<file path="src/rtl/quad_paddle_decoder.sv">
// quad_paddle_decoder: quadrature encoder front end for the pong paddle.
// Two-flop synchronizers feed a transition decoder that steps a saturating
// position accumulator; the accumulator is published to the game logic once
// per frame. Define QUAD_GLITCH_FILTER_EN to insert a per-phase stability
// filter (FILTER_CYCLES samples) between the synchronizers and the decoder.
//
// Output strobe: pos_valid is a one-cycle, ready-less strobe. It is high for
// exactly the cycle in which paddle_pos carries a newly latched value; the
// consumer has no back-pressure and must take the value in that cycle.
`timescale 1ns/1ps
module quad_paddle_decoder #(
  parameter int PADDLE_MAX    = 400,
  parameter int PADDLE_INIT   = 200,
  parameter int STEP          = 2,
  parameter int FILTER_CYCLES = 8
) (
  input  logic       CLOCK_50,
  input  logic       RESET,
  input  logic       QUAD_A,
  input  logic       QUAD_B,
  input  logic       frame_tick,
  output logic [9:0] paddle_pos,
  output logic       pos_valid,
  output logic       dir,
  output logic       err,
  output logic [7:0] LED
);

  localparam logic [10:0] MAX_W  = 11'(PADDLE_MAX);
  localparam logic [10:0] STEP_W = 11'(STEP);

  // Cycles after reset during which the pipeline still carries reset values;
  // the decoder only tracks (never acts) until the first real sample arrives.
`ifdef QUAD_GLITCH_FILTER_EN
  localparam logic [2:0] PRIME_LEN = 3'd4;
`else
  localparam logic [2:0] PRIME_LEN = 3'd3;
`endif

  logic [1:0] sync_a;
  logic [1:0] sync_b;
  logic       cur_a;
  logic       cur_b;
  logic [1:0] prev_ab;
  logic [1:0] cur_ab;
  logic [2:0] prime_cnt;
  logic       priming;
  logic       step_inc;
  logic       step_dec;
  logic       step_bad;
  logic       mv_inc;
  logic       mv_dec;
  logic [9:0] acc;
  logic [10:0] acc_wide;
  logic [10:0] acc_up;
  logic [10:0] acc_down;
  logic [9:0] acc_next;

  assign priming = (prime_cnt != PRIME_LEN);

  // Two-flop synchronizers for the asynchronous encoder phases.
  always_ff @(posedge CLOCK_50) begin
    if (!RESET) begin
      sync_a <= 2'b00;
      sync_b <= 2'b00;
    end else begin
      sync_a <= {sync_a[0], QUAD_A};
      sync_b <= {sync_b[0], QUAD_B};
    end
  end

`ifdef QUAD_GLITCH_FILTER_EN
  localparam int CW = (FILTER_CYCLES < 2) ? 1 : $clog2(FILTER_CYCLES + 1);
  localparam logic [CW-1:0] CNT_LAST = CW'(FILTER_CYCLES - 1);

  logic          filt_a;
  logic          filt_b;
  logic [CW-1:0] cnt_a;
  logic [CW-1:0] cnt_b;

  // Per-phase filter: adopt a new level only after it has been seen for
  // FILTER_CYCLES consecutive cycles; any return to the old level restarts.
  always_ff @(posedge CLOCK_50) begin
    if (!RESET) begin
      filt_a <= 1'b0;
      filt_b <= 1'b0;
      cnt_a  <= '0;
      cnt_b  <= '0;
    end else if (priming) begin
      filt_a <= sync_a[1];
      filt_b <= sync_b[1];
      cnt_a  <= '0;
      cnt_b  <= '0;
    end else begin
      if (sync_a[1] == filt_a) begin
        cnt_a <= '0;
      end else if (cnt_a == CNT_LAST) begin
        filt_a <= sync_a[1];
        cnt_a  <= '0;
      end else begin
        cnt_a <= cnt_a + CW'(1);
      end
      if (sync_b[1] == filt_b) begin
        cnt_b <= '0;
      end else if (cnt_b == CNT_LAST) begin
        filt_b <= sync_b[1];
        cnt_b  <= '0;
      end else begin
        cnt_b <= cnt_b + CW'(1);
      end
    end
  end

  assign cur_a = filt_a;
  assign cur_b = filt_b;
`else
  assign cur_a = sync_a[1];
  assign cur_b = sync_b[1];
`endif

  assign cur_ab = {cur_a, cur_b};

  // Classify the previous->current AB pair as increment, decrement or illegal.
  always_comb begin
    step_inc = 1'b0;
    step_dec = 1'b0;
    step_bad = 1'b0;
    if (!priming && (cur_ab != prev_ab)) begin
      case ({prev_ab, cur_ab})
        4'b0001, 4'b0111, 4'b1110, 4'b1000: step_inc = 1'b1;
        4'b0100, 4'b1101, 4'b1011, 4'b0010: step_dec = 1'b1;
        default:                            step_bad = 1'b1;
      endcase
    end
  end

  // Track the previous pair, register the detected move, update dir/err.
  always_ff @(posedge CLOCK_50) begin
    if (!RESET) begin
      prev_ab   <= 2'b00;
      prime_cnt <= 3'd0;
      mv_inc    <= 1'b0;
      mv_dec    <= 1'b0;
      dir       <= 1'b0;
      err       <= 1'b0;
    end else begin
      prev_ab <= cur_ab;
      mv_inc  <= step_inc;
      mv_dec  <= step_dec;
      if (priming) prime_cnt <= prime_cnt + 3'd1;
      if (step_inc) dir <= 1'b1;
      if (step_dec) dir <= 1'b0;
      if (step_bad) err <= 1'b1;
    end
  end

  // Saturating next accumulator value, computed in 11 bits so it cannot wrap.
  always_comb begin
    acc_wide = {1'b0, acc};
    acc_up   = acc_wide + STEP_W;
    acc_down = acc_wide - STEP_W;
    acc_next = acc;
    if (mv_inc) begin
      acc_next = (acc_up > MAX_W) ? MAX_W[9:0] : acc_up[9:0];
    end else if (mv_dec) begin
      acc_next = (acc_wide < STEP_W) ? 10'd0 : acc_down[9:0];
    end
  end

  // Internal position accumulator.
  always_ff @(posedge CLOCK_50) begin
    if (!RESET) begin
      acc <= 10'(PADDLE_INIT);
    end else begin
      acc <= acc_next;
    end
  end

  // Publish the pre-update accumulator once per frame with a one-cycle strobe.
  always_ff @(posedge CLOCK_50) begin
    if (!RESET) begin
      paddle_pos <= 10'(PADDLE_INIT);
      pos_valid  <= 1'b0;
    end else begin
      pos_valid <= frame_tick;
      if (frame_tick) paddle_pos <= acc;
    end
  end

  assign LED = paddle_pos[9:2];

endmodule

</file>
<file path="config.mk">
export PLATFORM = sky130hd
export DESIGN_NAME = quad_paddle_decoder
export DESIGN_NICKNAME = d
export VERILOG_FILES = /design/src/rtl/quad_paddle_decoder.sv
export SDC_FILE = /design/constraint.sdc
export NUM_CORES = 1
export LEC_CHECK = 0
export ABC_CLOCK_PERIOD_IN_PS = 2000
export CAP_MARGIN = 20
export CORE_ASPECT_RATIO = 1.1
export CORE_MARGIN = 2
export CORE_UTILIZATION = 48
export DETAILED_ROUTE_END_ITERATION = 12
export PLACE_DENSITY_LB_ADDON = 0.1
export SYNTH_ARGS = -nofsm -noshare
export SYNTH_HDL_FRONTEND = slang
export SYNTH_SLANG_ARGS = --single-unit
</file>
<file path="constraint.sdc">
create_clock -name CLOCK_50 -period 2 [get_ports CLOCK_50]
set_input_delay 0.2 -clock CLOCK_50 [delete_from_list [all_inputs] [get_ports CLOCK_50]]
set_output_delay 0.2 -clock CLOCK_50 [all_outputs]
set_load 0.01 [all_outputs]
</file>
**Word-level counts from Yosys, hierarchy flattened**

Cells that the tools add are included.

- Add/subtract/negate cells: 3
- $mul: 0
- Divide/modulo/power cells: 0
- $lt $le $gt $ge: 2
- Eq/ne operators: 10
- Shifts and indexed selects: 0
- Muxes and demuxes: 10
- Bitwise logic cells: 1
- Reduce and logical (&&, ||, !) cells: 7

Operators by type and width:

| kind | number |
|---|---|
| $mux 10 | 4 |
| $eq 4x4->1 const B | 4 |
| $add 10x2->11 const B | 1 |
| $gt 11x9->1 const B | 1 |
| $lt 10x2->1 const B | 1 |
| $sub 10x2->10 const B | 1 |
| $eq 4x3->1 const B | 2 |
| $reduce_or 4->1 | 2 |
| $reduce_or 8->1 | 1 |
| $mux 1 | 6 |
| $eq 4x1->1 const B | 1 |
| $eq 4x2->1 const B | 1 |
| $add 3x1->3 const B | 1 |
| $ne 3x2->1 const B | 1 |
| $ne 2x2->1 | 1 |
| $reduce_bool 2->1 | 1 |
| $reduce_or 2->1 | 1 |
| $logic_and 1x1->1 | 1 |
| $logic_not 1->1 | 1 |
| $not 1->1 | 1 |

- Flip-flop bits (word level): 34
- Latch bits: 0
- Bits in writable memories: 0
- Bits in read-only memories: 0
- Memories: 0

**Logic depth before layout (Yosys ltp)**

Gate-level depths: netlist (run 1).

- Depth after elaboration: 5
- Depth in mapped cells: 8
- Depth with buffers taken out: 8

**Least setup slack after synthesis (run 1)**

Ideal clock, no wire load.

- Kind: reg-to-reg
- Start: register acc[1]
- End: register acc[2]
- Setup time: 0.086 ns
- Arrival time: 1.970 ns
- Path slack: -0.056 ns
- Stages on the path, launching flop included: 9
- Period minus slack after synthesis: 2.056 ns
- Cells stage by stage: dfxtp_1 > inv_1 > ha_1 > and4b_2 > nand4_1 > o211ai_2 > a211oi_2 > or3b_1 > a221oi_2

- Word-level cells in the longest chain between the ends: 4
- Elaborated cells between the ends (all ways): 8
- Those cells by class: add/sub (2); order compare (2); mux (4)

Ends and longest elaborated chain:

| what | line | source |
|---|---|---|
| start, declared | 53 | `logic [9:0] acc;` |
| start signal, assigned | 173 | `acc <= 10'(PADDLE_INIT);` |
| start signal, assigned | 175 | `acc <= acc_next;` |
| $add 10x2->11, or another cell as far along | 160 | `acc_up = acc_wide + STEP_W;` |
| $gt 11x9->1 / $mux 10 (equally long branches) | 164, 166 |  |
| $mux 10, on equally long branches | 164, 165 |  |
| $mux 10 * | 163 | `if (mv_inc) begin` |

Every way passes the cells marked *; elsewhere a longest branch is shown, timed or not. The select of a mux whose other input is x is not followed.
A chain may end at the register's enable or synchronous reset.

**Worst setup path in the final report (run 1)**

Ends and elaborated chain as after synthesis.

==> results.md, run 1 <==
- Share of cells above drive strength 1: 22.69%
- Final Skew: 0.01005 ns
- RSZ-0062 raised after global routing: yes
- IO Count: 26
- Antenna Violating Nets Remaining: 0
- Cell area after synthesis: 1703 µm²
- Core outline area: roughly 3400 µm²
- Max-slew violation count: 0
- Detailed router's first-iteration violation count: 73
- FMAX: approximately 0.5 GHz
- Critical setup path kind: register to register
- HPWL after DPL: 3211 µm
- TritonCTS Buffers: 5
- Worst EP required: 2.25 ns
- Highest net fanout along the worst path: 4
- Violated checks: setup timing
- Post-synth EDFFs: 0
- Worst Slack Setup Final: -0.002982 ns
- Outcome: complete, but fails checks
- Part of the cycle the worst path needs: 100.1%
- Number of placement rows: 22
- Placement-stage worst setup slack: -0.08505 ns
- Input/output buffers: 24
- Class of the tightest hold or removal check: register to register
- Maximum number of pins on one net before global-route repair: 18
- Critical path startpoint category: register
- Maximum vdd drop: 0.6470 mV
- Antenna violations before repair: 0
- Kind of end point of the critical path: register
- Vias in the first global route: 1508
- Final Hold Vio Count: 0
- Max transition margin: 61.48%
- First-pass detailed-route iteration total: 4
- Sequential area share after synthesis: about 38%
- Count of synthesis-stage warnings from yosys: 0
- Max Cap Viol: 0
- Power density of the placed cells: 613.9 nW/µm²
- Starting density of the core: 50.71%
- Cell chosen for the clock root: clkbuf_4
- Overflow after GRT: 0
- Count of unique library cells instantiated by Yosys: 46
- Register bit total from synthesis: 32
- Overall Global Routing Usage: 24.21%
- Width of the die: ~60 µm
- Area Overhead vs Synth: 30.79%
- Synth Area per Inst: 8.600 µm²
- Y dimension of the die: 66.47 µm
- Global-route wire length before repair: 7148 µm
- Per-cell via count in the routed design: 5.462
- H-Tree Depth: 2
- Total die area: 4041 µm²
- Number of sinks on the clock net: 32
- Gate count after technology mapping: 198
- Count of antenna diodes in the layout: 0
- Dominant synthesized flop cell: dfxtp_1
- Insertion delay to the later sink of the worst-skew pair: 0.34 ns
- Worst endpoint data arrival time: 2.25 ns
- Worst-margin pin slew: 0.5760 ns
- Post-route minimum period: 2.003 ns
- Proportion of synthesized flip-flops having asynchronous set or reset: 0%
- Wire length per cell: between 15 and 20 µm
- Number of remaining DRC errors: 0
- Gpl congestion: approximately 0.92
- Final Power: 1.367 mW
- Total vias in the final route: 1562
- CTS tree: yes
- Max Root-Sink Buffers: 2
- Post-Route WL: 4360 µm
- Final-report setup violation count: 1
- Number of nets produced by synthesis: 207
- Final-stage net count: 246
- LEAKAGE: about 0.88 nW
- Clock-pin slew reported for the worst setup and hold paths after clock tree synthesis: 0.10 ns
-- worst paths after layout --
kind | slack [ns] | end | cells past startpoint | from
max | -0.003 | acc[2]$_SDFFE_PN0P_ | 8 | acc[1]$_SDFFE_PN0P_
min | 0.45 | sync_a[1]$_SDFF_PN0_ | 1 | sync_a[0]$_SDFF_PN0_
max reg2reg | -0.003 | acc[2]$_SDFFE_PN0P_ | 8 | acc[1]$_SDFFE_PN0P_
min reg2reg | 0.45 | sync_a[1]$_SDFF_PN0_ | 1 | sync_a[0]$_SDFF_PN0_
-- synthesized netlist by cell type, drive strengths merged (2+ instances only) --
library cell,instances,area share (%)
dfxtp,32,38
buf,15,6.9
a211oi,4,2.1
o21ai,8,2.4
a21oi,6,1.8
a31oi,3,1.1
xor2,5,2.6
inv,7,1.5
mux2i,12,7.1
nor2,25,5.5
and2,7,2.6
ha,4,2.9
a221oi,2,1.4
or3,2,0.73
nor4b,2,1.0
nand2,16,3.5
nor3,9,2.6
or2,3,1.1
xnor2,5,2.6
clkbuf,5,1.1
o211ai,2,1.2
nand4,3,1.1
nand3,5,1.8
-- kinds of logic (layout without fill, tap and decap cells) --
| logic type | count (synthesis) | count (layout) | share of synthesized area [%] |
|---|---|---|---|
| AO/OA/AOI/OAI | 32 | 32 | 13.89 |
| XOR/XNOR | 10 | 10 | 5.143 |
| adder cells (fa/ha/maj) | 4 | 4 | 2.939 |
| buffers and inverters | 27 | 67 | 9.552 |
| flip-flops | 32 | 32 | 37.62 |
| multiplexers | 12 | 12 | 7.054 |
| other | 1 | 1 | 0.2202 |
| AND/OR/NAND/NOR | 80 | 80 | 23.59 |
-- critical path, stage by stage (launching register included) --
cell	delay (ns)
dfxtp_4	0.40
inv_4	0.05
ha_4	0.25
and4b_2	0.30
nand4_1	0.12
o211ai_2	0.10
a211oi_2	0.11
or3b_1	0.38
a221oi_2	0.21
-- layout make-up --
cell class              instances  area (µm²)
fillers                       307        1131
flip-flops and latches         32       649.4
inverters                       7       28.78
well taps                      48       60.06
clock buffers                   7       65.06
repair buffers                 52       450.4
multi-input cells             139       943.4
clock inverters                 1       30.03
-- where the power goes --
group	internal [mW]	switching, mW	total (mW)	leakage, nW
combinational	0.0644	0.0679	0.132	0.569
clock	0.332	0.226	0.558	0.0515
sequential	0.659	0.0181	0.677	0.261
-- what timing repair did --
item	4_1_cts	5_1_grt
endpoints found under the setup margin	6	7
setup buffers	0	2
resized for setup	4	9
pin swaps	1	3
hold buffers	0	0
-- layout by cell type (no fill, tap or decap), drive strengths merged, types with 2 or more instances in the layout --
cell type	Yosys	final
dfxtp	32	32
clkbuf	5	7
xor2	5	5
nand4	3	3
nor4b	2	2
xnor2	5	5
nor2	25	25
a31oi	3	3
o21ai	8	8
ha	4	4
nand2	16	16
or2	3	3
buf	15	28
nor3	9	9
and2	7	7
or3	2	2
nand3	5	5
a221oi	2	2
o211ai	2	2
a21oi	6	6
a211oi	4	4
inv	7	7
mux2i	12	12
clkdlybuf4s50	0	24
-- stage by stage --
| stage | cell area [µm²] | util, % | hold slack, ns | TNS, ns | std cells |
|---|---|---|---|---|---|
| 2_1_floorplan | 1705 | - | 0.3273 | 0 | 198 |
| 3_3_place_gp | 2064 | 61.48 | 0.4259 | -0.006171 | 276 |
| 3_5_place_dp | 2064 | 61.48 | 0.4304 | -0.2354 | 276 |
| 4_1_cts | 2181 | 64.94 | 0.4370 | -0.01420 | 284 |
| 5_1_grt | 2227 | 66.32 | 0.4399 | -0.2505 | 286 |
| 6_report | 2227 | 66.32 | 0.4467 | -0.002982 | 286 |
-- sequential cells by signal (all words and copies together) (netlist names) --
register,count
acc,9
dir,1
err,1
mv_dec,1
mv_inc,1
paddle_pos,9
pos_valid,1
prev_ab,2
prime_cnt,3
sync_a,2
sync_b,2
-- per-layer routing --
metal | track usage (%) | share of wire (%)
met1 | 28.80 | 41
met2 | 41.13 | 52
met4 | 10.05 | 2.6
met3 | 5.437 | 4.7
met5 | 0 | 0
Note: power is estimated with default switching activity, not from simulation.
==> inputs of run 2 (changes only) <==
- CELL_PAD_IN_SITES_DETAIL_PLACEMENT: default -> 1
- CELL_PAD_IN_SITES_GLOBAL_PLACEMENT: default -> 1
- CORE_MARGIN: 2 -> 8
- CORE_UTILIZATION: 48 -> 36
==> results.md, run 2 (synthesized netlist as in run 1, its figures left out) <==
- GRT Max-Usage Layer: met2
- CTS tree: yes
- Gpl congestion: 0.8881
- Global-route wire length before repair: 8445 µm
- Area Overhead vs Synth: 30.35%
- FF-to-FF Start: acc[2]$_SDFFE_PN0P_
- Kind of end point of the critical path: register
- Most frequent cells in the layout: dfxtp_1 (28), buf_4 (26), nor2_1 (25), clkdlybuf4s50_1 (24), nand2_1 (16)
- Smallest hold slack: around 0.45 ns
- Hold bufs inserted after CTS: 0
- Outcome: complete, but fails checks
- Post-Route WL: 5144 µm
- Antenna violations before repair: 0
- Start point of the worst min-delay path: sync_b[0]$_SDFF_PN0_
- Cell chosen for the clock root: clkbuf_8
- Max transition margin: a little under three fifths
- Vias in the first global route: ~1700
- TritonCTS Buffers: 5
- Class of the tightest hold or removal check: register to register
- Start point of the critical path: acc[2]$_SDFFE_PN0P_
- Number of sinks on the clock net: 32
- Max Cap Viol: 0
- Worst-margin pin slew: about 0.64 ns
- Critical setup path kind: register to register
- Per-cell via count in the routed design: 5.366
- Maximum vdd drop: 0.3951 mV
- Width of the die: approximately 80 µm
- Internal reg-to-reg setup slack: -0.01 ns
- Total negative setup slack: -0.02668 ns
- Total die area: 7190 µm²
- Core outline area: 4587 µm²
- Power density of the placed cells: 590.1 nW/µm²
- Total vias in the final route: 1567
- Max Root-Sink Buffers: 2
- Number of cells on the worst reg-to-reg path: 8
- Input/output buffers: 24
- FMAX: 0.4967 GHz
- Final Skew: 0.007552 ns
- Detailed router's first-iteration violation count: 86
- Clock-pin slew reported for the worst setup and hold paths after clock tree synthesis: ~0.07 ns
- Leading cell type in the layout, fill and taps excluded: dfxtp_1
- Global-route track usage on met1: 17.12%
- IO Count: 26
- Worst EP required: 2.18 ns
- Worst Slack Setup Final: -0.01329 ns
- Starting density of the core: 37.12%
- Critical path startpoint category: register
- Maximum number of pins on one net before global-route repair: 18
- Final design utilization: between 40% and 50%
- Final Hold Vio Count: 0
- LEAKAGE: between 0.8 and 0.9 nW
- Reg2Reg Capture Point: acc[5]$_SDFFE_PN0P_
- Highest net fanout along the worst path: 4
- Final-stage net count: around 240
- Number of filler cells placed in the layout: 549
- Met3 Usage GRT: 3.593%
- Post-route minimum period: 2.013 ns
- Share of cells above drive strength 1: 22.88%
- H-Tree Depth: 2
- Placement-stage worst setup slack: -0.1142 ns
- Insertion delay to the later sink of the worst-skew pair: around 0.29 ns
- Count of antenna diodes in the layout: 0
- RSZ-0062 raised after global routing: yes
- Number of placement rows: 26
- Max-slew violation count: 0
- Antenna Violating Nets Remaining: 0
- Overall Global Routing Usage: 15.33%
- Met2 track demand over resource: 27.44%
- Number of remaining DRC errors: 0
- Part of the cycle the worst path needs: 100.7%
- End point of the critical path: acc[5]$_SDFFE_PN0P_
- First-pass detailed-route iteration total: 4
- Wire length per cell: ~18 µm
- Violated checks: setup timing
- Final-report setup violation count: 3
- Y dimension of the die: 88.14 µm
- Overflow after GRT: 0
- Regs by FF count: acc (9), paddle_pos (9), prime_cnt (3)
- HPWL after DPL: 3888 µm
- Worst endpoint data arrival time: 2.20 ns
[run 2: cell types whose count changed in the layout (fill, tap and decap cells not counted), moves of 2 or more]
cell	change
buf_4	-2
clkbuf_4	-5
clkbuf_8	+3
clkinv_2	+2
[run 2: through the flow]
stage               instances  total power [mW]  area, µm²
floorplan                 198            0.7729       1705
global placement          283            0.8132       2067
detailed placement        283            0.8246       2067
CTS                       292             1.330       2205
global route              292             1.378       2220
finish                    292             1.310       2220
[run 2: final cells by class]
cell class,instances,area (µm²),share of cell area [%]
clock buffers,5,68.82,3.100
clock inverters,3,18.77,0.8455
inverters,7,26.28,1.184
multi-input cells,139,949.7,42.78
flip-flops and latches,32,650.6,29.31
well taps,56,70.07,3.157
repair buffers,50,435.4,19.62
[run 2: what timing repair did]
action	4_1_cts	5_1_grt
resized for setup	10	4
pin swaps	5	3
setup buffers	1	0
gates cloned	0	0
setup endpoints to repair	6	6
[run 2: worst min path at each step]
stage	cells after the start	end	slack, ns
floorplan	1	pos_valid$_SDFF_PN0_	0.33
global placement	1	sync_b[1]$_SDFF_PN0_	0.43
detailed placement	1	sync_a[1]$_SDFF_PN0_	0.43
CTS	1	sync_b[1]$_SDFF_PN0_	0.45
global route	1	sync_a[1]$_SDFF_PN0_	0.46
finish	1	sync_b[1]$_SDFF_PN0_	0.45
[run 2: critical path: stages (launching register included)]
cell      delay, ns
dfxtp_4        0.38
inv_2          0.06
ha_4           0.29
and4b_2        0.24
o21ai_1        0.15
o211ai_2       0.11
a211oi_2       0.35
nor3_1         0.11
o221a_2        0.23
[run 2: where the power goes]
| part | internal, mW | switching [mW] |
|---|---|---|
| sequential | 0.659 | 0.0179 |
| clock | 0.242 | 0.256 |
| combinational | 0.0631 | 0.0707 |
[run 2: per-layer routing]
metal  routed length (µm)  up-vias
met3                  137        8
met4                   85        0
met2                 2717       18
met1                 2203      788
met5                    0        -
li1                     -      753
==> inputs of run 3 (changes only) <==
- GPL_TIMING_DRIVEN: default -> 0
- RECOVER_POWER: default -> 25
- SLEW_MARGIN: default -> 10
==> results.md, run 3 (synthesized netlist as in run 1, its figures left out) <==
- Area Overhead vs Synth: 30.93%
- Detailed router's first-iteration violation count: 97
- H-Tree Depth: 2
- Worst Hold Path EP: sync_a[1]$_SDFF_PN0_
- Overall Global Routing Usage: 14.03%
- Gpl congestion: 0.8622
- Count of antenna diodes in the layout: 0
- Max Cap Viol: 0
- Final Skew: 0.003221 ns
- Reg2Reg Capture Point: acc[2]$_SDFFE_PN0P_
- Power density of the placed cells: 596.7 nW/µm²
- Number of sinks on the clock net: 32
- Clock power share: 39.4%
- Post-Route WL: 4718 µm
- Global-route wire length before repair: 7962 µm
- IO Count: 26
- Starting density of the core: around 37%
- RSZ-0062 raised after global routing: yes
- Number of placement rows: 26
- LEAKAGE: 0.8492 nW
- Switch share: 22.98%
- Total vias in the final route: 1554
- Max transition margin: between 50% and 60%
- TritonCTS Buffers: 5
- Maximum number of pins on one net before global-route repair: 11
- Seq pwr share: 51.0%
- Total die area: just over 7000 µm²
- Critical setup path kind: register to register
- Insertion delay to the later sink of the worst-skew pair: between 0.2 and 0.3 ns
- Post-DP Area: 2006 µm²
- Cell count after placement: between 200 and 300
- Pint: 1.025 mW
- Net switching component of the power: approximately 0.3 mW
- First-pass detailed-route iteration total: 4
- Violated checks: setup timing
- Wire length per cell: between 15 and 20 µm
- Number of remaining DRC errors: 0
- Share of cells above drive strength 1: a little under a quarter
- Start point of the worst min-delay path: sync_a[0]$_SDFF_PN0_
- Regs by FF count: acc (9), paddle_pos (9), prime_cnt (3)
- Highest net fanout along the worst path: 6
- Maximum vdd drop: 0.5199 mV
- Final Power: 1.330 mW
- Final-report setup violation count: 4
- Cell chosen for the clock root: clkbuf_8
- FMAX: 0.4873 GHz
- CTS tree: yes
- Antenna violations before repair: 0
- HPWL after DPL: 3462 µm
- Number of filler cells placed in the layout: 539
- Per-cell via count in the routed design: 5.340
- Smallest hold slack: 0.4388 ns
- Worst Slack Setup Final: -0.05193 ns
- Total negative setup slack: -0.1079 ns
- Y dimension of the die: 88.14 µm
- Worst endpoint data arrival time: 2.24 ns
- Antenna Violating Nets Remaining: 0
- Internal reg-to-reg setup slack: -0.05 ns
- Cell depth of the worst hold path: 1
- Final Hold Vio Count: 0
- Kind of end point of the critical path: register
- Core outline area: about 4600 µm²
- Clock-pin slew reported for the worst setup and hold paths after clock tree synthesis: about 0.060 ns
- Leading cell type in the layout, fill and taps excluded: dfxtp_1
- Final-stage net count: around 240
- Overflow after GRT: 0
- Post-route minimum period: slightly above 2 ns
- Outcome: complete, but fails checks
- Max-slew violation count: 0
- Class of the tightest hold or removal check: register to register
- Most frequent cells in the layout: dfxtp_1 (29), nor2_1 (24), clkdlybuf4s50_1 (23), buf_4 (19), nand2_1 (16)
- Worst EP required: roughly 2.2 ns
- FF-to-FF Start: acc[2]$_SDFFE_PN0P_
- Vias in the first global route: approximately 1700
- Max Root-Sink Buffers: 2
- Worst-margin pin slew: 0.7133 ns
- Summed area of non-filler cells in the final layout: around 2200 µm²
- Critical path startpoint category: register
- Input/output buffers: 23
- Finished Layout Cells: 291
- Hold bufs inserted after CTS: 0
- Number of cells on the worst reg-to-reg path: 7
- Width of the die: roughly 80 µm
- Portion of total power attributed to combinational logic: 9.6%
- Part of the cycle the worst path needs: 102.6%
run 3: cell count changes in the layout (fill, tap and decap cells not counted), sizes merged:
cell	before	now
clkbuf	5	12
buf	26	22
clkinv	3	0
clkdlybuf4s50	24	23
run 3: worst max-delay path, cell delays in order, from the launching register on:
cell	delay (ns)
dfxtp_4	0.40
ha_4	0.15
nand4_1	0.16
or2_1	0.29
mux2i_2	0.25
a211oi_4	0.10
or3b_4	0.39
a221oi_2	0.21
run 3: worst max-delay path by stage:
stage	cells after the start	endpoint	slack, ns	startpoint
2_1_floorplan	8	acc[2]$_SDFFE_PN0P_	0.01	acc[1]$_SDFFE_PN0P_
3_3_place_gp	8	acc[6]$_SDFFE_PN1P_	-0.25	acc[1]$_SDFFE_PN0P_
3_5_place_dp	7	acc[2]$_SDFFE_PN0P_	-0.32	acc[1]$_SDFFE_PN0P_
4_1_cts	8	acc[2]$_SDFFE_PN0P_	-0.06	acc[2]$_SDFFE_PN0P_
5_1_grt	7	acc[2]$_SDFFE_PN0P_	-0.14	acc[2]$_SDFFE_PN0P_
6_report	7	acc[2]$_SDFFE_PN0P_	-0.05	acc[2]$_SDFFE_PN0P_
run 3: area by class of cell:
type / count / area [µm²] / area share, %
Timing Repair Buffer: 30 / 282.8 / 12.68
Clock buffer: 7 / 96.34 / 4.321
Sequential cell: 32 / 649.4 / 29.12
Multi-Input combinational cell: 139 / 968.4 / 43.43
Inverter: 7 / 26.28 / 1.178
Tap cell: 56 / 70.07 / 3.143
Buffer: 20 / 136.4 / 6.117
run 3: repair_timing:
action	in CTS	in global routing
setup buffers	6	1
pin swaps	5	3
setup endpoints to repair	6	6
gates resized for setup	16	2
run 3: metrics by stage:
step                      setup slack (ns)  util [%]
after detailed placement           -0.3151     43.73
after floorplan                    0.01400         -
after global placement             -0.2540     43.73
after CTS                         -0.06214     48.34
final                             -0.05193     48.61
after global routing               -0.1426     48.61
run 3: metal layers:
layer	part of all wire (%)	wire length, µm	global-route usage [%]
met5	0	0	0
met4	1.2	55	4.473
met2	51	2414	25.20
met1	44	2068	15.44
met3	3.8	180	3.799
run 3: power groups by stage:
stage          Sequential, mW  Clock (mW)  Combinational (mW)
3_5_place_dp            0.694           0               0.125
3_3_place_gp            0.691           0               0.115
2_1_floorplan           0.691           0              0.0819
6_report                0.678       0.524               0.128
4_1_cts                 0.678       0.543               0.130
5_1_grt                 0.680       0.571               0.147
